## src/rtl/cpu_pkg.sv

```systemverilog
// rtl/cpu_pkg.sv - shared CPU constants: instruction geometry and opcodes
package cpu_pkg;

  localparam int INSTR_W_DEFAULT  = 15;
  localparam int OPCODE_W_DEFAULT = 5;

  // Opcodes decoded by the control unit
  localparam logic [OPCODE_W_DEFAULT-1:0] OP_NOP   = 5'h00;
  localparam logic [OPCODE_W_DEFAULT-1:0] OP_LOAD  = 5'h01;
  localparam logic [OPCODE_W_DEFAULT-1:0] OP_STORE = 5'h02;
  localparam logic [OPCODE_W_DEFAULT-1:0] OP_ADD   = 5'h03;
  localparam logic [OPCODE_W_DEFAULT-1:0] OP_SUB   = 5'h04;
  localparam logic [OPCODE_W_DEFAULT-1:0] OP_JUMP  = 5'h08;
  localparam logic [OPCODE_W_DEFAULT-1:0] OP_JZ    = 5'h09;
  localparam logic [OPCODE_W_DEFAULT-1:0] OP_HALT  = 5'h1F;

endpackage

```

## src/rtl/instr_queue_mem.sv

```systemverilog
// rtl/instr_queue_mem.sv - DEPTH x INSTR_W register array, one write port, async read
module instr_queue_mem
  import cpu_pkg::*;
#(
  parameter int INSTR_W = INSTR_W_DEFAULT,
  parameter int DEPTH   = 4,
  localparam int AW     = $clog2(DEPTH)
) (
  input  logic               clk,
  input  logic               reset,
  input  logic               we,
  input  logic [AW-1:0]      waddr,
  input  logic [INSTR_W-1:0] wdata,
  input  logic [AW-1:0]      raddr,
  output logic [INSTR_W-1:0] rdata
);

  logic [INSTR_W-1:0] mem [DEPTH];

  // Storage: cleared on reset, written one entry per cycle
  always_ff @(posedge clk or posedge reset) begin
    if (reset) begin
      for (int i = 0; i < DEPTH; i++) mem[i] <= '0;
    end else if (we) begin
      mem[waddr] <= wdata;
    end
  end

  assign rdata = mem[raddr];

endmodule

```

## src/rtl/instruction_queue.sv

```systemverilog
// rtl/instruction_queue.sv - first-word-fall-through instruction queue with field split
module instruction_queue
  import cpu_pkg::*;
#(
  parameter int INSTR_W  = INSTR_W_DEFAULT,
  parameter int DEPTH    = 4,
  parameter int OPCODE_W = OPCODE_W_DEFAULT,
  localparam int AW      = $clog2(DEPTH),
  localparam int CW      = $clog2(DEPTH + 1)
) (
  input  logic                  clk,
  input  logic                  reset,
  input  logic                  flush,
  input  logic                  in_valid,
  output logic                  in_ready,
  input  logic [INSTR_W-1:0]    in_instr,
  output logic                  out_valid,
  input  logic                  out_ready,
  output logic [INSTR_W-1:0]    out_instr,
  output logic [OPCODE_W-1:0]   out_opcode,
  output logic [INSTR_W-OPCODE_W-1:0] out_operand,
  output logic [CW-1:0]         count,
  output logic                  overrun
);

  localparam logic [CW-1:0] FULL_COUNT = CW'(DEPTH);

  logic [AW-1:0]      rd_ptr;
  logic [AW-1:0]      wr_ptr;
  logic [INSTR_W-1:0] head;
  logic               push;
  logic               pop;

  assign in_ready  = (count < FULL_COUNT);
  assign out_valid = (count != '0);
  assign push      = in_valid && in_ready;
  assign pop       = out_valid && out_ready;

  instr_queue_mem #(
    .INSTR_W (INSTR_W),
    .DEPTH   (DEPTH)
  ) u_mem (
    .clk   (clk),
    .reset (reset),
    .we    (push && !flush),
    .waddr (wr_ptr),
    .wdata (in_instr),
    .raddr (rd_ptr),
    .rdata (head)
  );

  // Pointers, occupancy and sticky overrun; flush beats any same-cycle push/pop
  always_ff @(posedge clk or posedge reset) begin
    if (reset) begin
      rd_ptr  <= '0;
      wr_ptr  <= '0;
      count   <= '0;
      overrun <= 1'b0;
    end else if (flush) begin
      rd_ptr  <= '0;
      wr_ptr  <= '0;
      count   <= '0;
      overrun <= 1'b0;
    end else begin
      if (push) wr_ptr <= wr_ptr + 1'b1;
      if (pop)  rd_ptr <= rd_ptr + 1'b1;
      case ({push, pop})
        2'b10:   count <= count + 1'b1;
        2'b01:   count <= count - 1'b1;
        default: count <= count;
      endcase
      if (in_valid && !in_ready) overrun <= 1'b1;
    end
  end

  assign out_instr   = out_valid ? head : '0;
  assign out_opcode  = out_instr[INSTR_W-1 -: OPCODE_W];
  assign out_operand = out_instr[INSTR_W-OPCODE_W-1:0];

endmodule

```

## config.mk

```make
export PLATFORM = sky130hd
export DESIGN_NAME = instruction_queue
export DESIGN_NICKNAME = d
export VERILOG_FILES = /design/src/rtl/cpu_pkg.sv /design/src/rtl/instr_queue_mem.sv /design/src/rtl/instruction_queue.sv
export SDC_FILE = /design/constraint.sdc
export NUM_CORES = 1
export LEC_CHECK = 0
export CORE_MARGIN = 1.5
export CORE_UTILIZATION = 54
export CTS_CLUSTER_SIZE = 24
export DETAILED_ROUTE_END_ITERATION = 8
export PLACE_DENSITY = 0.89
export SYNTH_ARGS = -nofsm -noshare
export SYNTH_HDL_FRONTEND = slang
export SYNTH_SLANG_ARGS = --single-unit
export TNS_END_PERCENT = 30
```

## constraint.sdc

```tcl
create_clock -name clk -period 2.5 [get_ports clk]
set_input_delay 0.375 -clock clk [delete_from_list [all_inputs] [get_ports clk]]
set_output_delay 0.375 -clock clk [all_outputs]
set_load 0.02 [all_outputs]
```

## Word level (Yosys, flattened, before mapping)

Cells that the tools add are included.

- Eq/ne operators: 2
- Muxes and demuxes: 15
- Reduce and logical (&&, ||, !) cells: 12
- Bitwise operators: 2
- Magnitude comparators: 4
- Add/sub/neg operators: 4

Operators with widths:

| kind | number |
|---|---|
| bitwise mux 60 bit | 1 |
| 2-to-1 mux 15 bit | 4 |
| binary-select mux 15 bit (select 2 bit) | 1 |
| demux 15 bit (select 2 bit) | 1 |
| 2-to-1 mux 2 bit | 4 |
| >= comparator 3 bit, second input constant | 2 |
| NOT 2 -> 3 bit | 2 |
| one-hot mux 3 bit (2 select lines) | 1 |
| nonzero test 2 bit | 3 |
| nonzero test 3 bit | 2 |
| logical AND 1 bit | 5 |
| adder 2 x 1 -> 2 bit, second input constant | 2 |
| adder 3 x 1 -> 3 bit, second input constant | 1 |
| less-than comparator 3 x 1 -> 1 bit, second input constant | 1 |
| less-than comparator 3 bit, second input constant | 1 |
| 2-to-1 mux 3 bit | 1 |
| subtractor 3 x 1 -> 3 bit, second input constant | 1 |
| equality test 2 x 1 -> 1 bit, second input constant | 1 |
| equality test 2 bit, second input constant | 1 |
| logical NOT 1 bit | 2 |
| 2-to-1 mux 1 bit | 2 |

- Flip-flop bits (word level): 68
- Word-level logic and storage cells: 47
- Bits of input ports: 20
- Output and inout bits: 36

## Longest topological paths before layout

Gate-level depths: netlist (run 1).

- Depth in word-level cells: 6
- Gate-level depth with buffers: 8
- Depth with buffers taken out: 6

## Modules after synthesis

A second synthesis (run 1) with hierarchy kept.

- Cell total of the unflattened synthesis: 235
- Area total of the unflattened synthesis: 3335.7 um2

Modules (own cells, without submodules):

| module | instances | area each (um2) | cells each | seq. area each (um2) |
|---|---|---|---|---|
| instr_queue_mem | 1 | 2630.0 | 148 | 1501.4 |
| instruction_queue | 1 | 705.7 | 87 | 200.2 |

## Worst setup path before layout (run 1)

No wires, ideal clock.

- Path kind: register to register
- Start: reg count[2]
- End: reg count[2]
- Setup time: 0.082 ns
- Required time: 2.418 ns
- Data arrival time: 2.247 ns
- Period minus slack after synthesis: 2.329 ns
- Buffers on the path: 2
- Cell stages (with the launch flop): 9
- Path slack: 0.171 ns
- Cells stage by stage: dfrtp_1 buf_4 or3_1 buf_2 nand2_1 nor2_1 fa_1 or4_1 a31oi_1

- Word-level cells in the longest chain between the ends: 5
- Elaborated cells between the ends (all ways): 11
- Classes of those cells: add/sub: 2; order compare: 1; eq/ne: 2; mux: 2; reduce/logical: 4

RTL lines:

| item | RTL line | RTL |
|---|---|---|
| start, declared | instruction_queue.sv:22 | `output logic [CW-1:0] count,` |
| start signal, assigned | instruction_queue.sv:68 | `2'b10: count <= count + 1'b1;` |
| start signal, assigned | instruction_queue.sv:69 | `2'b01: count <= count - 1'b1;` |
| start signal, assigned | instruction_queue.sv:70 | `default: count <= count;` |
| less-than comparator 3 bit / nonzero test 3 bit (equally long branches) | instruction_queue.sv:34, instruction_queue.sv:35 |  |
| logical AND 1 bit (on tied branches) | instruction_queue.sv:36, instruction_queue.sv:37 |  |
| equality test 2 x 1 -> 1 bit / equality test 2 bit (equally long branches) | instruction_queue.sv:67 | `case ({push, pop})` |
| one-hot mux 3 bit (2 select lines) | instruction_queue.sv:67 |  |
| 2-to-1 mux 3 bit | instruction_queue.sv:59 | `end else if (flush) begin` |

Several ways; a longest one is shown, not always the timed one.
A chain may end at the register's enable or synchronous reset.

## Worst setup path in the final report (run 1)

- Start: reg count[1]
- End: out out_valid

- Word-level cells in the longest chain between the ends: 1

RTL lines:

| item | RTL line | RTL |
|---|---|---|
| nonzero test 3 bit | instruction_queue.sv:35 | `assign out_valid = (count != '0);` |
| end, declared | instruction_queue.sv:17 | `output logic out_valid,` |

Every way passes these cells.

==> key figures, run 1 <==
Run status
  – Status: finished with violations
  – Failing checks: DRC

Detailed routing
  – Post-route ant nets: 0
  – Vias per cell: between 5 and 6
  – Initial DRC Count: roughly 80
  – 1st-pass router iterations: 6
  – Residual DRC: 7
  – Post-detailed-routing wire length: 6610 um
  – DR vias: approximately 2,000
  – Wirelength per Cell: between 15 and 20 um

Timing
  – Fmax: 0.429 GHz
  – Fin crit share: 0.933
  – Final Setup Violations: 0
  – Hold Fails Final Rpt: 0
  – Final hold slack: around 0.47 ns
  – RSZ-0062 raised after global routing: no
  – Layout Skew: about 0.0057 ns
  – Slew Limit Fails: 0
  – Rel. slew slack: 0.524
  – Minimum clock period: roughly 2.3 ns
  – Tightest Pin Transition: about 0.71 ns
  – TNS Setup: 0 ns

Logic synthesis
  – Synth warnings: 0
  – Cell taking the most area after synthesis: dfrtp_1
  – Most frequent cell after synthesis: dfrtp_1
  – Syn Area/Cell: roughly 15 sq um
  – Count of flip-flops with a built-in enable after synthesis: 0
  – Mapped Nets: between 200 and 300
  – Asr flop ratio synth: 1.00
  – Top post-synthesis cells by count: dfrtp_1, mux2_4, mux2_2
  – Synth Register Bits: slightly below 70
  – Ys flop type: dfrtp_1
  – Post-synth top area share: 0.471
  – Top post-synthesis cells by area: dfrtp_1, mux2_4, mux4_2, mux2_2, buf_4
  – Cell Area, Synth: approximately 0.0036 sq mm
  – Seq/Total Area, Yosys: 0.471
  – Post-Syn Instances: 240
  – Synth cell types: 30

Power
  – Psw: around 0.0013 W
  – Worst VDD drop: between 500 and 600 uV
  – Pint: about 0.0029 W
  – P_leak: about 2.0 nW
  – Pwr Density: around 1000 mW/mm^2
  – Switching Share: 0.308
  – Clock share of power: 0.201
  – Reg power frac: 0.408
  – Combinational power share: 0.392

Clock network
  – Root Buffer: clkbuf_8
  – CTS tree: built
  – Clk slew on worst S/H paths: around 0.070 ns
  – Clock sinks: between 60 and 70
  – Worst-skew pair later-pin latency: between 0.3 and 0.4 ns
  – H-tree Lvls: 3
  – CTS buffer count: 9
  – Max clock buf depth: 2
  – Cts hold-fix bufs: 0

Die
  – Die Y: ~85 um
  – Core region area: ~0.0064 sq mm
  – Row count: 29
  – Ports: 56
  – Initial core utilization: 0.562
  – DIE AREA: 0.00719 sq mm
  – Chip Width: 84.8 um

Hold path
  – Hold Crit Class: in2async

Finish
  – Nets: 311
  – Layout cells sized above 1: 0.376
  – Area grow syn2layout: 16.8%
  – Non-Filler Instances: 367
  – Antenna cells: 0

Global route
  – Pin count of the biggest net entering global routing: 35
  – GRT Util Overall: 0.205
  – First-pass GRT wire length: 11,200 um
  – Initial antenna violation count: 0
  – GRT overflow: 0
  – Vias in the first global route: roughly 2,100

Setup path
  – Crit path capture type: output port
  – Worst setup SP type: register
  – Worst-path maximum fanout: 17
  – Worst path arrival time: slightly below 2 ns
  – Critical path class: reg2out
  – CP required: 2.12 ns

Placed design
  – HPWL after DPL: roughly 4400 um
  – # port buffers: 55
  – Placed insts: ~350
  – GPL Wtd Cong: roughly 0.76

Run
  – Max-Cap Viols: 0
## power by group through the flow
stage                     registers, W  clock network, W  logic, W
after detailed placement       0.00174                 0   0.00181
after global routing           0.00178          0.000920   0.00179
final                          0.00174          0.000854   0.00167
after CTS                      0.00174          0.000873   0.00169
after global placement         0.00172                 0   0.00176
after floorplan                0.00168                 0   0.00137
## placed cells by master, fill, tap and decap left out, drive strengths merged, types with 5 or more instances in the layout
master          n
dfrtp          68
dlygate4sd2    30
nor2            8
inv             5
and2           19
mux2           60
buf            13
mux4           15
clkbuf         14
clkdlybuf4s50  25
## layout make-up
cell class | count | area [sq um]
Fill cell | 477 | 2200
Sequential cell | 68 | 1700
Multi-Input combinational cell | 134 | 1580
Timing Repair Buffer | 68 | 631
Clock buffer | 14 | 183
Tap cell | 77 | 96.3
Inverter | 5 | 18.8
Clock inverter | 1 | 5.00
## registers in the layout (all words and copies together) (netlist names)
| signal | cells |
|---|---|
| u_mem.mem | 60 |
| count | 3 |
| rd_ptr | 2 |
| wr_ptr | 2 |
| overrun | 1 |
## final timing paths
check	start	slack, ns	cells after the start	endpoint
worst max-delay path	count[1]	0.17	3	out_valid
worst min-delay path	reset	0.47	2	wr_ptr[0]
worst max register to register	count[1]	0.29	6	count[2]
worst min register to register	overrun	0.50	2	overrun
max in group asynchronous	reset	1.39	3	u_mem.mem[46]
min in group clk	overrun	0.50	2	overrun
## logic make-up (layout without fill, tap and decap cells)
kind of cell	count (synthesis)	in the layout	synth area share
adder cells (fa/ha/maj)	5	5	0.0194
AND/OR/NAND/NOR	38	38	0.0645
flip-flops	68	68	0.471
AO/OA/AOI/OAI	10	10	0.0170
multiplexers	77	77	0.328
buffers and inverters	38	88	0.0904
XOR/XNOR	4	4	0.00970
## critical path, cell delays in order, from the launching register on
cell and delay, ns:
dfrtp_1 0.46, or3_1 0.41, buf_4 0.20, clkdlybuf4s50_1 0.55
## stage by stage
| stage | setup WS (ns) | instance area, sq um | total power (W) | utilization |
|---|---|---|---|---|
| final | 0.167 | 4220 | 0.00426 | 0.657 |
| after CTS | 0.147 | 4220 | 0.00430 | 0.657 |
| after global placement | 0.274 | 4060 | 0.00348 | 0.632 |
| after global routing | 0.0905 | 4220 | 0.00450 | 0.657 |
| after floorplan | 0.171 | 3610 | 0.00305 | - |
| after detailed placement | 0.252 | 4060 | 0.00356 | 0.632 |
## timing repair
action	in CTS	in global routing
buffers inserted	0	0
setup endpoints to repair	30	0
gates resized for setup	32	0
hold endpoints to repair	0	0
## routing by layer
layer  wire length, um  track usage  vias to the layer above
met5                 0            0                        -
met2              3410        0.343                       44
li1                  -            -                      915
met4                42       0.0447                        0
met1              2890        0.264                     1042
met3               275       0.0659                        7
Note: power is estimated with default switching activity, not from simulation.
==> run 2: changes to the inputs <==
--- a/config.mk
+++ b/config.mk
@@ -6,10 +6,12 @@
 export NUM_CORES = 1
 export LEC_CHECK = 0
 export CORE_MARGIN = 1.5
-export CORE_UTILIZATION = 54
+export CORE_UTILIZATION = 56
+export CTS_BUF_LIST = sky130_fd_sc_hd__clkbuf_8
 export CTS_CLUSTER_SIZE = 24
 export DETAILED_ROUTE_END_ITERATION = 8
-export PLACE_DENSITY = 0.89
+export PLACE_DENSITY = 0.82
+export REMOVE_ABC_BUFFERS = 1
 export SYNTH_ARGS = -nofsm -noshare
 export SYNTH_HDL_FRONTEND = slang
 export SYNTH_SLANG_ARGS = --single-unit
==> key figures, run 2 (synthesis gave the netlist of run 1 again) <==
Detailed routing
  – Post-detailed-routing wire length: 6420 um (-2.9%)
  – 1st-pass router iterations: 4 (-2)
  – Residual DRC: 0 (-7)
  – Wirelength per Cell: 17.5 um (-2.9%)
  – Vias per cell: 5.51 (+0.70%)
  – DR vias: 2,022 (+0.70%)
  – Initial DRC Count: 110 (+41%)
  – Post-route ant nets: 0 (unchanged)

Timing
  – Tightest Pin Transition: 0.422 ns (-0.291 ns)
  – Fin crit share: 0.969 (+0.0353)
  – Minimum clock period: 2.42 ns (+0.0883 ns)
  – RSZ-0062 raised after global routing: no
  – Final Setup Violations: 0 (unchanged)
  – Slew Limit Fails: 0 (unchanged)
  – TNS Setup: 0 ns (unchanged)
  – Hold Fails Final Rpt: 0 (unchanged)
  – Final hold slack: 0.434 ns (-0.0356 ns)
  – Rel. slew slack: 0.718 (+0.195)
  – Fmax: 0.413 GHz (-3.6%)
  – Layout Skew: 0.00672 ns (+0.00103 ns)

Placed design
  – # port buffers: 55 (unchanged)
  – Placed insts: 351 (-0.28%)
  – HPWL after DPL: 4210 um (-4.4%)
  – GPL Wtd Cong: 0.762 (+0.25%)

Die
  – Row count: 29 (unchanged)
  – Chip Width: 83.3 um (-1.7%)
  – Die Y: 83.3 um (-1.7%)
  – DIE AREA: 0.00694 sq mm (-3.4%)
  – Initial core utilization: 0.575 (+0.0130)
  – Core region area: 0.00628 sq mm (-2.3%)
  – Ports: 56 (unchanged)

Global route
  – First-pass GRT wire length: 11,000 um (-1.1%)
  – Pin count of the biggest net entering global routing: 69 (+97%)
  – GRT overflow: 0 (unchanged)
  – Initial antenna violation count: 0 (unchanged)
  – GRT Util Overall: 0.203 (-0.00214)
  – Vias in the first global route: 2,178 (+2.0%)

Setup path
  – Crit path capture type: output port
  – CP required: 2.12 ns (about the same)
  – Register-to-Register Path Depth: 6 (unchanged)
  – Critical path class: reg2out
  – Reg-to-reg startpoint: count[1]
  – R2R setup slack: 0.37 ns (+0.08 ns)
  – Worst-path maximum fanout: 16 (-1)
  – Worst r2r dst: count[2]
  – Worst path arrival time: 2.05 ns (+0.09 ns)
  – Worst setup SP type: register

Finish
  – Non-Filler Instances: 367 (unchanged)
  – Area grow syn2layout: 16.5%
  – Nets: 310 (-0.32%)
  – Layout cells sized above 1: 0.383 (+0.00690)
  – Antenna cells: 0 (unchanged)
  – Max FFs per register: 60 (unchanged)
  – Most frequent cells in the layout: dfrtp_1, mux2_4, clkdlybuf4s50_1, dlygate4sd2_1, mux2_2
  – Largest regs: u_mem.mem (60), count (3)
  – Most common library cell in the layout ignoring fill and taps: dfrtp_1
  – Top reg by flops: u_mem.mem

Clock network
  – Root Buffer: clkbuf_8
  – Clk slew on worst S/H paths: 0.07 ns (about the same)
  – CTS tree: built
  – Clock sinks: 68 (unchanged)
  – Cts hold-fix bufs: 0 (unchanged)
  – CTS buffer count: 9 (unchanged)
  – Max clock buf depth: 2 (unchanged)
  – Worst-skew pair later-pin latency: 0.34 ns (about the same)
  – H-tree Lvls: 3 (unchanged)

Power
  – Pwr Density: 1020 mW/mm^2 (+0.65%)
  – Worst VDD drop: 616 uV (+22%)
  – Tot Pwr: 0.00427 W (+0.35%)
  – P_leak: 1.95 nW (-0.98%)

Run status
  – Status: finished, final reports clean

Hold path
  – Hold Crit Class: in2async

Run
  – Max-Cap Viols: 0 (unchanged)
-- run 2: repair_timing --
| action | 4_1_cts | 5_1_grt |
|---|---|---|
| resized for setup | 28 | 0 |
| setup buffers | 0 | 0 |
| endpoints found under the setup margin | 30 | 0 |
-- run 2: critical path, stage by stage, from the launching register on --
cell and delay, ns:
dfrtp_2 0.63, mux4_2 0.36, and2_1 0.18, clkdlybuf4s50_1 0.54
-- run 2: worst max path at each step --
stage | endpoint | start | depth (start not counted) | slack, ns
floorplan | count[2] | count[0] | 6 | 0.03
global placement | out_opcode[0] | rd_ptr[1] | 3 | 0.19
detailed placement | out_instr[10] | rd_ptr[1] | 3 | 0.13
CTS | out_instr[0] | rd_ptr[1] | 3 | 0.07
global route | out_instr[0] | rd_ptr[1] | 3 | 0.006
finish | out_instr[0] | rd_ptr[1] | 3 | 0.08
-- run 2: where the power goes --
| part | internal [W] | switching, W | leakage (nW) |
|---|---|---|---|
| clock network | 0.000448 | 0.000407 | 0.104 |
| logic | 0.000997 | 0.000675 | 0.992 |
| registers | 0.00151 | 0.000239 | 0.855 |
-- run 2: area by class of cell --
cell class	instances	area (sq um)
Multi-Input combinational cell	134	1580
Inverter	5	18.8
Clock inverter	7	58.8
Fill cell	438	2070
Timing Repair Buffer	67	621
Tap cell	77	96.3
Sequential cell	68	1700
Clock buffer	9	124
-- run 2: metrics by stage --
step           utilization  setup slack, ns  instance area [sq um]
2_1_floorplan            -           0.0261                   3300
3_3_place_gp         0.646            0.187                   4050
3_5_place_dp         0.646            0.125                   4050
4_1_cts              0.670           0.0667                   4210
5_1_grt              0.670          0.00642                   4210
6_report             0.670           0.0786                   4210
-- run 2: metal layers --
metal	GRT usage	wire, um	part of all wire	up-vias
met4	0.0636	62	0.0097	0
met5	0	0	0	-
met1	0.273	2860	0.45	1047
met2	0.324	3170	0.49	56
li1	-	-	-	913
met3	0.0557	330	0.051	6
==> run 3: changes to the inputs <==
--- a/config.mk
+++ b/config.mk
@@ -6,11 +6,12 @@
 export NUM_CORES = 1
 export LEC_CHECK = 0
 export CORE_MARGIN = 1.5
-export CORE_UTILIZATION = 56
+export CORE_UTILIZATION = 65
 export CTS_BUF_LIST = sky130_fd_sc_hd__clkbuf_8
 export CTS_CLUSTER_SIZE = 24
 export DETAILED_ROUTE_END_ITERATION = 8
-export PLACE_DENSITY = 0.82
+export DONT_BUFFER_PORTS = 1
+export PLACE_DENSITY = 0.8
 export REMOVE_ABC_BUFFERS = 1
 export SYNTH_ARGS = -nofsm -noshare
 export SYNTH_HDL_FRONTEND = slang
==> key figures, run 3 (synthesis gave the netlist of run 1 again) <==
Global route
  – Vias in the first global route: 2,120 (-2.7%)
  – First-pass GRT wire length: 11,200 um (+1.1%)
  – Pin count of the biggest net entering global routing: 37 (-46%)
  – GRT overflow: 0 (unchanged)
  – Initial antenna violation count: 0 (unchanged)
  – GRT Util Overall: 0.248 (+0.0451)

Timing
  – RSZ-0062 raised after global routing: no
  – Fin crit share: 0.900 (-0.0686)
  – Hold Fails Final Rpt: 0 (unchanged)
  – TNS Setup: 0 ns (unchanged)
  – Tightest Pin Transition: 0.749 ns (+0.327 ns)
  – Final Setup Violations: 0 (unchanged)
  – Fmax: 0.444 GHz (+7.6%)
  – Slew Limit Fails: 0 (unchanged)
  – Rel. slew slack: 0.500 (-0.219)
  – Final hold slack: 0.0454 ns (-0.389 ns)
  – Minimum clock period: 2.25 ns (-0.172 ns)
  – Layout Skew: 0.00733 ns (+0.000613 ns)

Power
  – Pwr Density: 1080 mW/mm^2 (+6.3%)
  – Worst VDD drop: 730 uV (+19%)
  – Reg power frac: 0.445 (+0.036)
  – Pint: 0.00264 W (-11%)
  – Psw: 0.00129 W (-2.7%)
  – Clock share of power: 0.196 (-0.004)
  – Combinational power share: 0.359 (-0.032)
  – P_leak: 1.62 nW (-17%)
  – Switching Share: 0.328 (+0.0183)

Clock network
  – Clock sinks: 68 (unchanged)
  – Worst-skew pair later-pin latency: 0.34 ns (about the same)
  – Cts hold-fix bufs: 0 (unchanged)
  – Setup Buffers After CTS: 0 (unchanged)
  – Root Buffer: clkbuf_8
  – Clk slew on worst S/H paths: 0.07 ns (about the same)
  – CTS buffer count: 9 (unchanged)
  – H-tree Lvls: 3 (unchanged)
  – Max clock buf depth: 2 (unchanged)
  – CTS tree: built
  – Cts repair resizes: 0 (-100%)

Placed design
  – GPL Wtd Cong: 0.757 (-0.72%)
  – Post-DP Area: 0.00346 sq mm (-15%)
  – Placed insts: 285 (-19%)
  – # port buffers: 0 (-100%)
  – HPWL after DPL: 4370 um (+3.7%)

Finish
  – Area grow syn2layout: 0.624%
  – Max FFs per register: 60 (unchanged)
  – Non-Filler Instances: 301 (-18%)
  – Nets: 251 (-19%)
  – Largest regs: u_mem.mem (60), count (3)
  – Fillers: 362 (-17%)
  – Footprint of the multi-input gates: 0.00158 sq mm (unchanged)
  – Final Cell Area: 0.00363 sq mm (-14%)
  – Register area: 0.00170 sq mm (-0.15%)
  – Most frequent cells in the layout: dfrtp_1, mux2_4, mux2_2, mux4_2, and2_1
  – Top reg by flops: u_mem.mem
  – Antenna cells: 0 (unchanged)
  – Layout cells sized above 1: 0.450 (+0.0675)
  – Most common library cell in the layout ignoring fill and taps: dfrtp_1

Die
  – Row count: 26 (-10%)
  – Chip Width: 77.5 um (-6.9%)
  – Core region area: 0.00524 sq mm (-17%)
  – DIE AREA: 0.00601 sq mm (-13%)
  – Ports: 56 (unchanged)
  – Initial core utilization: 0.689 (+0.114)
  – Die Y: 77.5 um (-6.9%)

Setup path
  – Worst path arrival time: 2.50 ns (+0.45 ns)
  – Critical path class: reg2reg
  – Worst setup SP type: register
  – Critical-path cell list: or3_1, nand2_1, nor2_1, fa_1, or4_1, a31oi_1
  – Crit-path max cell delay: 0.53 ns (-0.10 ns)
  – Family with the most delay on the worst path: simple AND/OR/NAND/NOR gates
  – CP required: 2.75 ns (+0.63 ns)
  – Worst-path maximum fanout: 4 (-12)
  – CP Buf/Inv Count: 0 (-1)
  – Crit path capture type: register
  – Max stage delay cell, worst path: or4_1

Detailed routing
  – Vias per cell: 6.06 (+10%)
  – Initial DRC Count: 129 (+17%)
  – DR vias: 1,825 (-9.7%)
  – 1st-pass router iterations: 4 (unchanged)
  – Post-detailed-routing wire length: 6480 um (+0.93%)
  – Wirelength per Cell: 21.5 um (+23%)
  – Post-route ant nets: 0 (unchanged)
  – Residual DRC: 0 (unchanged)

Run
  – Max-Cap Viols: 0 (unchanged)

Hold path
  – Hold Crit Class: in2async

Run status
  – Status: finished, final reports clean
[run 3: layer usage]
layer	up-vias	GRT usage	share of wire	routed length [um]
li1	798	-	-	-
met1	954	0.298	0.40	2620
met2	65	0.425	0.53	3440
met3	8	0.0776	0.048	314
met4	0	0.0818	0.016	102
met5	-	0	0	0
[run 3: final cells by class]
class,count,share of cell area
Sequential cell,68,0.468
Multi-Input combinational cell,134,0.436
Clock inverter,6,0.00895
Inverter,5,0.00517
Clock buffer,10,0.0379
Tap cell,70,0.0241
Timing Repair Buffer,8,0.0200
[run 3: worst paths after layout]
path / from / endpoint / slack, ns / depth (start not counted)
setup / recovery: count[1] / count[2] / 0.25 / 6
hold / removal: reset / u_mem.mem[58] / 0.05 / 1
setup reg to reg: count[1] / count[2] / 0.25 / 6
hold reg to reg: u_mem.mem[14] / u_mem.mem[14] / 0.50 / 1
max in group asynchronous: reset / u_mem.mem[11] / 1.81 / 2
min in group clk: flush / count[0] / 0.09 / 1
[run 3: stage by stage]
stage | util | total power, W | setup slack, ns
floorplan | - | 0.00287 | 0.0261
global placement | 0.661 | 0.00305 | 0.461
detailed placement | 0.661 | 0.00317 | 0.253
CTS | 0.694 | 0.00396 | 0.265
global route | 0.694 | 0.00414 | 0.181
finish | 0.694 | 0.00392 | 0.250
[run 3: power by group through the flow]
stage          logic [W]  clock network (W)  registers (W)
4_1_cts          0.00142           0.000791        0.00174
3_3_place_gp     0.00135                  0        0.00170
5_1_grt          0.00151           0.000838        0.00179
3_5_place_dp     0.00141                  0        0.00176
2_1_floorplan    0.00116                  0        0.00171
6_report         0.00141           0.000771        0.00175
